<file path="src/rtl/ex_mem_stage.sv">
// Execute stage with rs/rt forwarding, ALU, destination select and the EX/MEM register (falling-edge clocked).
// Define MULT_EN to add the iterative shift-add multiplier (funct 011000) that stalls the front of the pipe.
module ex_mem_stage #(
  parameter int DATA_W    = 32,
  parameter int ADDR_W    = 5,
  parameter int MUL_STEPS = 32
) (
  input  logic              clk,
  input  logic              rst,
  input  logic [DATA_W-1:0] Rs_data_in,
  input  logic [DATA_W-1:0] Rt_data_in,
  input  logic [DATA_W-1:0] Imm_in,
  input  logic [ADDR_W-1:0] Rs_addr_in,
  input  logic [ADDR_W-1:0] Rt_addr_in,
  input  logic [ADDR_W-1:0] Rd_addr_in,
  input  logic [1:0]        ALU_op_in,
  input  logic              ALU_src_in,
  input  logic              Reg_dst_in,
  input  logic              Reg_w_in,
  input  logic              Mem_w_in,
  input  logic              Mem_r_in,
  input  logic              Mem_to_reg_in,
  input  logic              Wb_reg_w,
  input  logic [ADDR_W-1:0] Wb_addr,
  input  logic [DATA_W-1:0] Wb_data,
  output logic [DATA_W-1:0] Alu_result_out,
  output logic [DATA_W-1:0] Rt_data_out,
  output logic [ADDR_W-1:0] Wr_addr_out,
  output logic              Zero_out,
  output logic              Reg_w_out,
  output logic              Mem_w_out,
  output logic              Mem_r_out,
  output logic              Mem_to_reg_out,
  output logic              Stall_out
);

  localparam logic [5:0] FN_ADD = 6'b100000;
  localparam logic [5:0] FN_SUB = 6'b100010;
  localparam logic [5:0] FN_AND = 6'b100100;
  localparam logic [5:0] FN_OR  = 6'b100101;
  localparam logic [5:0] FN_SLT = 6'b101010;

  if (MUL_STEPS != DATA_W) begin : g_bad_steps
    $error("MUL_STEPS must equal DATA_W");
  end

  function automatic logic [DATA_W-1:0] alu_eval(
    input logic signed [DATA_W-1:0] a,
    input logic signed [DATA_W-1:0] b,
    input logic [1:0]               op,
    input logic [5:0]               fn
  );
    logic [DATA_W-1:0] r;
    r = '0;
    case (op)
      2'b01: r = a - b;
      2'b10: begin
        case (fn)
          FN_ADD:  r = a + b;
          FN_SUB:  r = a - b;
          FN_AND:  r = a & b;
          FN_OR:   r = a | b;
          FN_SLT:  r = (a < b) ? {{(DATA_W-1){1'b0}}, 1'b1} : '0;
          default: r = '0;
        endcase
      end
      default: r = a + b;
    endcase
    return r;
  endfunction

  // ---- stage p0: forwarding, operand select, ALU ----
  logic signed [DATA_W-1:0] fwd_a_p0, fwd_b_p0, op_b_p0;
  logic [DATA_W-1:0]        alu_res_p0, ex_res_p0;
  logic [ADDR_W-1:0]        dest_p0;
  logic                     stall_p0;

  always_comb begin
    fwd_a_p0 = Rs_data_in;
    if (Reg_w_out && Wr_addr_out != '0 && Wr_addr_out == Rs_addr_in)
      fwd_a_p0 = Alu_result_out;
    else if (Wb_reg_w && Wb_addr != '0 && Wb_addr == Rs_addr_in)
      fwd_a_p0 = Wb_data;
  end

  always_comb begin
    fwd_b_p0 = Rt_data_in;
    if (Reg_w_out && Wr_addr_out != '0 && Wr_addr_out == Rt_addr_in)
      fwd_b_p0 = Alu_result_out;
    else if (Wb_reg_w && Wb_addr != '0 && Wb_addr == Rt_addr_in)
      fwd_b_p0 = Wb_data;
  end

  assign op_b_p0    = ALU_src_in ? Imm_in : fwd_b_p0;
  assign alu_res_p0 = alu_eval(fwd_a_p0, op_b_p0, ALU_op_in, Imm_in[5:0]);
  assign dest_p0    = Reg_dst_in ? Rd_addr_in : Rt_addr_in;

`ifdef MULT_EN
  localparam int CNT_W = $clog2(MUL_STEPS + 1);
  localparam logic [5:0] FN_MULT = 6'b011000;

  typedef enum logic [1:0] {IDLE, BUSY, DONE} state_t;
  state_t                   state_q, state_d;
  logic [CNT_W-1:0]         cnt_q;
  logic [DATA_W-1:0]        acc_p1, mcand_p1, mplier_p1;
  logic                     is_mult_p0, mul_done_p0;

  assign is_mult_p0 = (ALU_op_in == 2'b10) && (Imm_in[5:0] == FN_MULT);

  always_ff @(negedge clk) begin
    if (rst) state_q <= IDLE;
    else     state_q <= state_d;
  end

  always_comb begin
    state_d = state_q;
    case (state_q)
      IDLE:    if (is_mult_p0) state_d = BUSY;
      BUSY:    if (cnt_q == CNT_W'(MUL_STEPS - 1)) state_d = DONE;
      default: state_d = IDLE;
    endcase
  end

  always_comb begin
    stall_p0    = (state_q == BUSY) || (state_q == IDLE && is_mult_p0);
    mul_done_p0 = (state_q == DONE);
  end

  always_ff @(negedge clk) begin
    if (rst) cnt_q <= '0;
    else if (state_q == IDLE) cnt_q <= '0;
    else if (state_q == BUSY) cnt_q <= cnt_q + 1'b1;
  end

  // ---- stage p1: shift-add product, operands frozen when the multiply starts ----
  always_ff @(negedge clk) begin
    if (state_q == IDLE && is_mult_p0) begin
      acc_p1    <= '0;
      mcand_p1  <= fwd_a_p0;
      mplier_p1 <= fwd_b_p0;
    end else if (state_q == BUSY) begin
      if (mplier_p1[0]) acc_p1 <= acc_p1 + mcand_p1;
      mcand_p1  <= mcand_p1 << 1;
      mplier_p1 <= mplier_p1 >> 1;
    end
  end

  assign ex_res_p0 = mul_done_p0 ? acc_p1 : alu_res_p0;
`else
  assign stall_p0  = 1'b0;
  assign ex_res_p0 = alu_res_p0;
`endif

  assign Stall_out = stall_p0;

  // ---- EX/MEM register: a stalled cycle loads a bubble ----
  always_ff @(negedge clk) begin
    if (rst || stall_p0) begin
      Alu_result_out <= '0;
      Rt_data_out    <= '0;
      Wr_addr_out    <= '0;
      Zero_out       <= 1'b0;
      Reg_w_out      <= 1'b0;
      Mem_w_out      <= 1'b0;
      Mem_r_out      <= 1'b0;
      Mem_to_reg_out <= 1'b0;
    end else begin
      Alu_result_out <= ex_res_p0;
      Rt_data_out    <= fwd_b_p0;
      Wr_addr_out    <= dest_p0;
      Zero_out       <= (ex_res_p0 == '0);
      Reg_w_out      <= Reg_w_in;
      Mem_w_out      <= Mem_w_in;
      Mem_r_out      <= Mem_r_in;
      Mem_to_reg_out <= Mem_to_reg_in;
    end
  end

endmodule

</file>
<file path="config.mk">
export PLATFORM = sky130hd
export DESIGN_NAME = ex_mem_stage
export DESIGN_NICKNAME = d
export VERILOG_FILES = /design/src/rtl/ex_mem_stage.sv
export SDC_FILE = /design/constraint.sdc
export NUM_CORES = 1
export LEC_CHECK = 0
export CORE_AREA = 5 5 137 139
export DETAILED_ROUTE_END_ITERATION = 10
export DIE_AREA = 0 0 142 144
export PLACE_DENSITY = 0.86
export SYNTH_ARGS = -nofsm -noshare
export SYNTH_HDL_FRONTEND = slang
export SYNTH_SLANG_ARGS = --single-unit
</file>
<file path="constraint.sdc">
create_clock -name clk -period 16.1 [get_ports clk]
set_clock_uncertainty 0.1 [all_clocks]
set_input_delay 2.415 -clock clk [delete_from_list [all_inputs] [get_ports clk]]
set_output_delay 2.415 -clock clk [all_outputs]
set_load 0.005 [all_outputs]
</file>
# After elaboration in Yosys (flattened, before gate mapping)

Index checks and enable logic that the tools add are counted.

Add/subtract/negate cells: 2
$lt $le $gt $ge: 1
Equality and inequality tests: 11
Mux-type cells: 9
Bitwise gates (word level): 2
Reduce and logical (&&, ||, !) cells: 9

Operators with widths:

| cell                                                                   | count |
|---|---|
| 32-bit two-way mux                                                     | 5 |
| 32-bit one-hot mux with 5 select lines                                 | 1 |
| 32-bit one-hot mux with 2 select lines                                 | 1 |
| 32-bit adder                                                           | 1 |
| 32-bit bitwise AND                                                     | 1 |
| 32-bit zero test                                                       | 1 |
| 32-bit < comparator                                                    | 1 |
| 32-bit OR                                                              | 1 |
| 32-bit subtractor                                                      | 1 |
| 6-bit equality test (second input constant)                            | 5 |
| 5-bit equality test                                                    | 4 |
| 5-bit nonzero test                                                     | 2 |
| 1-bit logical AND                                                      | 6 |
| 5-bit two-way mux                                                      | 1 |
| 2-bit by 1-bit equality test with 1-bit output (second input constant) | 1 |
| 2-bit equality test (second input constant)                            | 1 |
| 1-bit two-way mux                                                      | 1 |

Bits in registers: 74
Bits of input ports: 159
Output and inout bits: 75
Logic and storage cells: 42

# Longest topological paths before layout

Gate-level depths: netlist of the first run.

Depth after elaboration: 11
Mapped depth: 21
Mapped depth without buffers: 20

==> impl_metrics.ini, run 1 <==
[sta]
drv_slew = 0
hold_slack_ns = 0.533
tightestPinTransition_ns = 0.952
setup_viol = 0
setup_tns_ns = 0
setup_ws_ns = 0.168
hold_violations = 0
slew_headroom_pct = 36.5

[job]
cap_viol_max_count = 0

[global_routing]
first_global_vias = 11948
grt_pass1_wl_microns = 64900
antenna_found_initial = 0
grt_max_degree = 75
gr-total-overflow = 0
gr-usage-all-layers_pct = 40.2

[final_layout]
final_layout_size_suffix_gt1_share_pct = 15.7
diodes = 0
regArea_sq_mm = 0.00148
fill_cells = 1219
syn2layout_area_growth_pct = 45.7
instances_no_fill = 1928
layout.nets = 1953
multiInputGateArea_sq_mm = 0.00732

[worst_setup_path]
worstPathMaxFanout = 13
r2r_cells = 22
crit_chain = clkdlybuf4s50_1 -> buf_4 -> xnor2_1 -> nand3_1 -> nor4_4 -> buf_6 -> mux2i_1 -> o21ai_0 -> ha_1 -> nand2_1 -> nor4_2 -> buf_4 -> nand4_1 -> and3_1 -> nor3_1 -> mux2i_1 -> or4_4 -> a211oi_2 -> nand4_1 -> or4_1 -> nor2_1
critPathMaxStageDelay_ns = 0.55
cp.arrival_ns = 8.13
cp_slowest_cell = or4_4
path_class = in2reg
cp-end-kind = flop
required_ns = 8.29
critPathLaunchType = primary input

[worst_hold_path]
min_path_type = reg2reg
min_path_cells = 3

[logic_synthesis]
synth_top_area_share_pct = 15.8
synth_seq_cells = 74
synth_common_cells = nor2_1, a21oi_1, inv_1
synth_cell_types = 83
synth-edff-count = 0
yosys_warnings = 0
syn_area_sq_mm = 0.00940
ys_seq_area_share_pct = 15.8
yosysTopAreaCell = dfxtp_1
synth-main-ff-cell = dfxtp_1
ys_top_cells_by_area = dfxtp_1, ha_1, mux2i_1
yosysMostFrequentCell = nor2_1
synth_cells = 1287
syn_nets = 1546
synthArstFlopShare_pct = 0
postSynthAreaPerCell_sq_um = 7.30

[clocking]
postCtsSetupBuffers = 0
clock_latency_ns = 0.45
numCtsBuffers = 9
hold_buffers = 0
cts_sinks = 74
clkTransAtPathRegs_ns = 0.04
htreeDepth = 3
cts_root_buf = clkbuf_16
clk_path_buf_depth = 2
tritoncts = done

[detailed_routing]
first_pass_iters = 6
via_per_inst = 6.32
routed_wl_microns = 43700
ant_nets = 0
wl_per_cell_microns = 22.7
drt_iter0_markers = 1675
maxUsedRoutingLayer = met4
wl_met1_microns = 16800
dr_wl_met2_microns = 19800
post-route-drc-count = 0
vias = 12181
wl_met3_microns = 4870

[placement]
io_buffers = 232
dp_cells = 1839
gp_congestion = 1.04
dp_hpwl_microns = 32900
dp_slack_ns = -0.418

[floorplan]
placementRows = 49
fp.coreArea_sq_mm = 0.0175
io_pins = 234
die_x_microns = 142
initial_core_util_pct = 53.6
fp.dieH_microns = 144
dieArea_sq_mm = 0.0204

[pwr]
p_comb_share_pct = 51.4
clockPowerShare_pct = 27.9
switching_power_uw = 467
power_per_cell_area_mw_per_mm2 = 77.3
p_leak_nw = 6.08
p_int_uw = 592
vdd_ir_drop_max_mv = 0.0568
pwr-share-seq_pct = 20.6
switching_share_pct = 44.1

[status]
status = finished clean
==> cells in the final DEF (no fill, tap or decap), types with 9 or more instances in the layout <==
cell             count
o31ai_1             11
o211ai_1            18
clkdlybuf4s50_1    230
nor3_1              16
o221ai_1            12
mux2i_1             80
nor2_1             137
a211oi_1            29
o21ai_0             66
nor2b_1             48
inv_1              182
buf_4              164
mux2_2              33
nand4_1             10
clkbuf_16            9
nand2_1             94
a21o_1              11
nand3_1             20
ha_1                98
nor4_1               9
a21oi_1            123
xor2_1              10
nand2b_1             9
dfxtp_1             74
a31oi_1              9
xnor2_1             15
==> critical path, delay by kind of cell <==
family / cells / cell delay, ns
adder cells (fa/ha/maj): 1 / 0.35
AO/OA/AOI/OAI: 2 / 0.44
XOR/XNOR: 1 / 0.26
AND/OR/NAND/NOR: 11 / 3.08
multiplexers: 2 / 0.52
buffers and inverters: 4 / 1.05
==> worst paths after layout <==
| check | startpoint | slack [ns] | endpoint |
|---|---|---|---|
| max reg2reg | Wr_addr_out[1]$_SDFF_NP0_ | 10.08 | Zero_out$_SDFF_NP0_ |
| min | Alu_result_out[7]$_SDFF_NP0_ | 0.53 | Rt_data_out[7]$_SDFF_NP0_ |
| min reg2reg | Alu_result_out[7]$_SDFF_NP0_ | 0.53 | Rt_data_out[7]$_SDFF_NP0_ |
| max | Wb_addr[2] | 0.17 | Zero_out$_SDFF_NP0_ |
==> sequential cells by signal, summed over array words and instances, names as in the netlist <==
name	count
Zero_out	1
Mem_to_reg_out	1
Rt_data_out	32
Mem_r_out	1
Mem_w_out	1
Wr_addr_out	5
Alu_result_out	32
Reg_w_out	1
==> kinds of logic after synthesis <==
| group | after synthesis | synth area share, % |
|---|---|---|
| AO/OA/AOI/OAI | 389 | 27.8 |
| XOR/XNOR | 25 | 2.33 |
| adder cells (fa/ha/maj) | 100 | 13.5 |
| buffers and inverters | 188 | 7.71 |
| flip-flops | 74 | 15.8 |
| multiplexers | 113 | 12.5 |
| other | 1 | 0.0399 |
| AND/OR/NAND/NOR | 397 | 20.4 |
==> layer usage <==
metal / vias up / GRT usage [%]
li1: 5436 / -
met1: 5614 / 49.4
met2: 932 / 65.9
met3: 199 / 9.72
met4: 0 / 19.9
met5: - / 0
==> stage by stage <==
step | util (%) | total power, mW | area [sq um]
after floorplan | - | 0.510 | 9400
after global placement | 74.4 | 0.755 | 13000
after detailed placement | 74.4 | 0.763 | 13000
after CTS | 77.6 | 1.04 | 13600
after global routing | 78.1 | 1.11 | 13700
final | 78.1 | 1.06 | 13700
==> layout make-up <==
class	instances	share of cell area, %
Multi-Input combinational cell	1025	53.5
Tap cell	229	2.09
Inverter	108	2.96
Clock inverter	81	2.46
Sequential cell	74	10.8
Timing Repair Buffer	402	26.6
Clock buffer	9	1.64
==> power by group through the flow <==
| stage | sequential, mW | clock [mW] | combinational, mW |
|---|---|---|---|
| CTS | 0.218 | 0.296 | 0.521 |
| detailed placement | 0.220 | 0.0282 | 0.514 |
| floorplan | 0.218 | 0.0282 | 0.264 |
| global placement | 0.219 | 0.0282 | 0.508 |
| finish | 0.218 | 0.296 | 0.545 |
| global route | 0.220 | 0.318 | 0.577 |
==> repair_timing <==
| action | CTS | global route |
|---|---|---|
| pin swaps | 0 | 1 |
| gates resized for setup | 3 | 19 |
| setup endpoints to repair | 1 | 2 |
| gates cloned | 0 | 0 |
Power figures use the tool's default switching activity.
==> run 2, diff against run 1 <==
==> config.mk (replaced) <==
export PLATFORM = sky130hd
export DESIGN_NAME = ex_mem_stage
export DESIGN_NICKNAME = d
export VERILOG_FILES = /design/src/rtl/ex_mem_stage.sv
export SDC_FILE = /design/constraint.sdc
export NUM_CORES = 1
export LEC_CHECK = 0
export CORE_AREA = 5 5 200 202
export DETAILED_ROUTE_END_ITERATION = 10
export DIE_AREA = 0 0 205 207
export PLACE_DENSITY = 0.45
export SYNTH_ARGS = -nofsm -noshare
export SYNTH_HDL_FRONTEND = slang
export SYNTH_SLANG_ARGS = --single-unit
==> impl_metrics.ini, run 2 (synthesis results as in run 1) <==
[floorplan]
fp.coreArea_sq_mm = 0.0381
fp.dieH_microns = 207
initial_core_util_pct = 24.7
placementRows = 72
io_pins = 234
dieArea_sq_mm = 0.0424
die_x_microns = 205

[worst_setup_path]
timing.critical_path.buf_inv = 6
cp_slowest_cell = or4_1
cp.arrival_ns = 8.01
crit_family = compound AO/OA/AOI/OAI gates
path_class = in2reg
cp-end-kind = flop
worst-path-stages = 23
cp-startpoint = Wb_addr[3]
r2r-start = Wr_addr_out[1]$_SDFF_NP0_
worst_path_most_repeated_cell = buf_4
required_ns = 8.31
critPathLaunchType = primary input
crit_chain = clkdlybuf4s50_1 -> or4_1 -> o21ai_2 -> buf_4 -> nor4_4 -> buf_12 -> mux2i_1 -> o21ai_0 -> ha_1 -> a21oi_1 -> o21bai_1 -> a211oi_1 -> a21boi_0 -> buf_4 -> buf_4 -> a21boi_0 -> mux2i_1 -> nand2_1 -> nor4b_2 -> buf_4 -> nand4_1 -> or4_1 -> nor2_1
critPathMaxStageDelay_ns = 0.50
cp-endpoint = Zero_out$_SDFF_NP0_
rrSetupSlack_ns = 10.31
r2r-end = Zero_out$_SDFF_NP0_
worstPathMaxFanout = 10
r2r_cells = 23

[pwr]
pwr-share-seq_pct = 20.4
vdd_ir_drop_max_mv = 0.0476
switching_share_pct = 41.8
switching_power_uw = 445
clockPowerShare_pct = 27.7
p_int_uw = 618
p_comb_share_pct = 51.9
p_leak_nw = 6.30
power_per_cell_area_mw_per_mm2 = 74.1

[detailed_routing]
first_pass_iters = 7
via_per_inst = 5.00
ant_nets = 0
routed_wl_microns = 44700
post-route-drc-count = 0
drt_iter0_markers = 793
wl_per_cell_microns = 19.7
vias = 11313

[global_routing]
top_usage_layer = met2
grt_max_degree = 74
first_global_vias = 11575
antenna_found_initial = 1
use_met2_pct = 33.2
gr-usage-all-layers_pct = 20.5
gr-usage-met3_pct = 4.32
grt_pass1_wl_microns = 67800
grt_use_met1_pct = 26.7
gr-total-overflow = 0

[worst_hold_path]
min_from = Alu_result_out[11]$_SDFF_NP0_
min_path_type = reg2reg

[clocking]
hold_buffers = 0
clkTransAtPathRegs_ns = 0.04
tritoncts = done
htreeDepth = 3
clk_path_buf_depth = 2
numCtsBuffers = 9
clock_latency_ns = 0.43
cts_root_buf = clkbuf_16
cts_sinks = 74

[final_layout]
final_util_pct = 37.7
final_layout_size_suffix_gt1_share_pct = 17.6
final_cell_mix = clkdlybuf4s50_1, buf_4, inv_1
fin_area_sq_mm = 0.0143
fill_cells = 4091
layout.nets = 1997
reg_top3 = Alu_result_out (32), Rt_data_out (32), Wr_addr_out (5)
final_common_cell = clkdlybuf4s50_1
syn2layout_area_growth_pct = 52.7

[job]
cap_viol_max_count = 0

[placement]
io_buffers = 232
gp_congestion = 0.947
dp_hpwl_microns = 35700
dp_slack_ns = -0.625
place_area_sq_mm = 0.0137

[status]
status = finished clean

[sta]
setup_viol = 0
tightestPinTransition_ns = 0.988
setup_tns_ns = 0
rsz0062_at_grt = no
hold_violations = 0
slew_headroom_pct = 34.1
drv_slew = 0
setup_ws_ns = 0.303
==> run 2: changes by cell type in the layout (fill, tap and decap cells not counted), moves of 2 or more <==
cell | before | now
buf_4 | 164 | 211
buf_6 | 3 | 0
a21oi_1 | 123 | 125
a21oi_2 | 3 | 1
==> run 2: worst min path at each step <==
stage                                 endpoint  slack [ns]  cells past startpoint
finish              Rt_data_out[11]$_SDFF_NP0_        0.53                      3
global route        Rt_data_out[28]$_SDFF_NP0_        0.56                      3
CTS                 Rt_data_out[11]$_SDFF_NP0_        0.53                      3
detailed placement  Rt_data_out[30]$_SDFF_NP0_        0.53                      3
global placement    Rt_data_out[27]$_SDFF_NP0_        0.52                      3
floorplan            Rt_data_out[0]$_SDFF_NP0_        0.51                      3
==> run 2: stage by stage <==
stage / power (mW) / std cells / hold WS (ns)
CTS: 1.08 / 2260 / 0.525
floorplan: 0.510 / 1287 / 0.515
global placement: 0.793 / 2171 / 0.520
detailed placement: 0.792 / 2171 / 0.525
finish: 1.06 / 2262 / 0.525
global route: 1.15 / 2261 / 0.560
==> run 2: final cells by class <==
class | count | area (sq um) | share of cell area [%]
inverters | 108 | 405 | 2.83
repair buffers | 446 | 3950 | 27.5
flip-flops and latches | 74 | 1480 | 10.3
multi-input cells | 1025 | 7280 | 50.7
well taps | 518 | 648 | 4.52
clock buffers | 9 | 225 | 1.57
clock inverters | 81 | 353 | 2.46
diodes | 1 | 2.50 | 0.0174
==> run 2: worst register-to-register path: cells and delay by family (launching register included) <==
kind                       cells  cell delay, ns
AOI/OAI and AO/OA              7            1.89
and+or+nand+nor                9            1.95
adders and majority gates      1            0.32
muxes                          1            0.29
buffers and inverters          5            0.83
DFF                            1            0.35
==> run 2: timing repair <==
item                                   4_1_cts  5_1_grt
endpoints found under the hold margin        0        0
resized for setup                            3        9
pin swaps                                    0        1
buffers inserted                             0        1
setup endpoints to repair                    1        3
==> run 2: layer usage <==
layer  part of all wire [%]  vias up
li1                       -     5531
met1                     45     5353
met2                     46      365
met3                    6.0       64
met4                    2.6        0
met5                      0        -
==> run 2: power groups by stage <==
stage               Sequential (mW)  Clock (mW)  Combinational (mW)
detailed placement            0.219      0.0282               0.544
global placement              0.219      0.0282               0.546
finish                        0.217       0.294               0.551
floorplan                     0.218      0.0282               0.264
CTS                           0.217       0.315               0.548
global route                  0.219       0.330               0.601
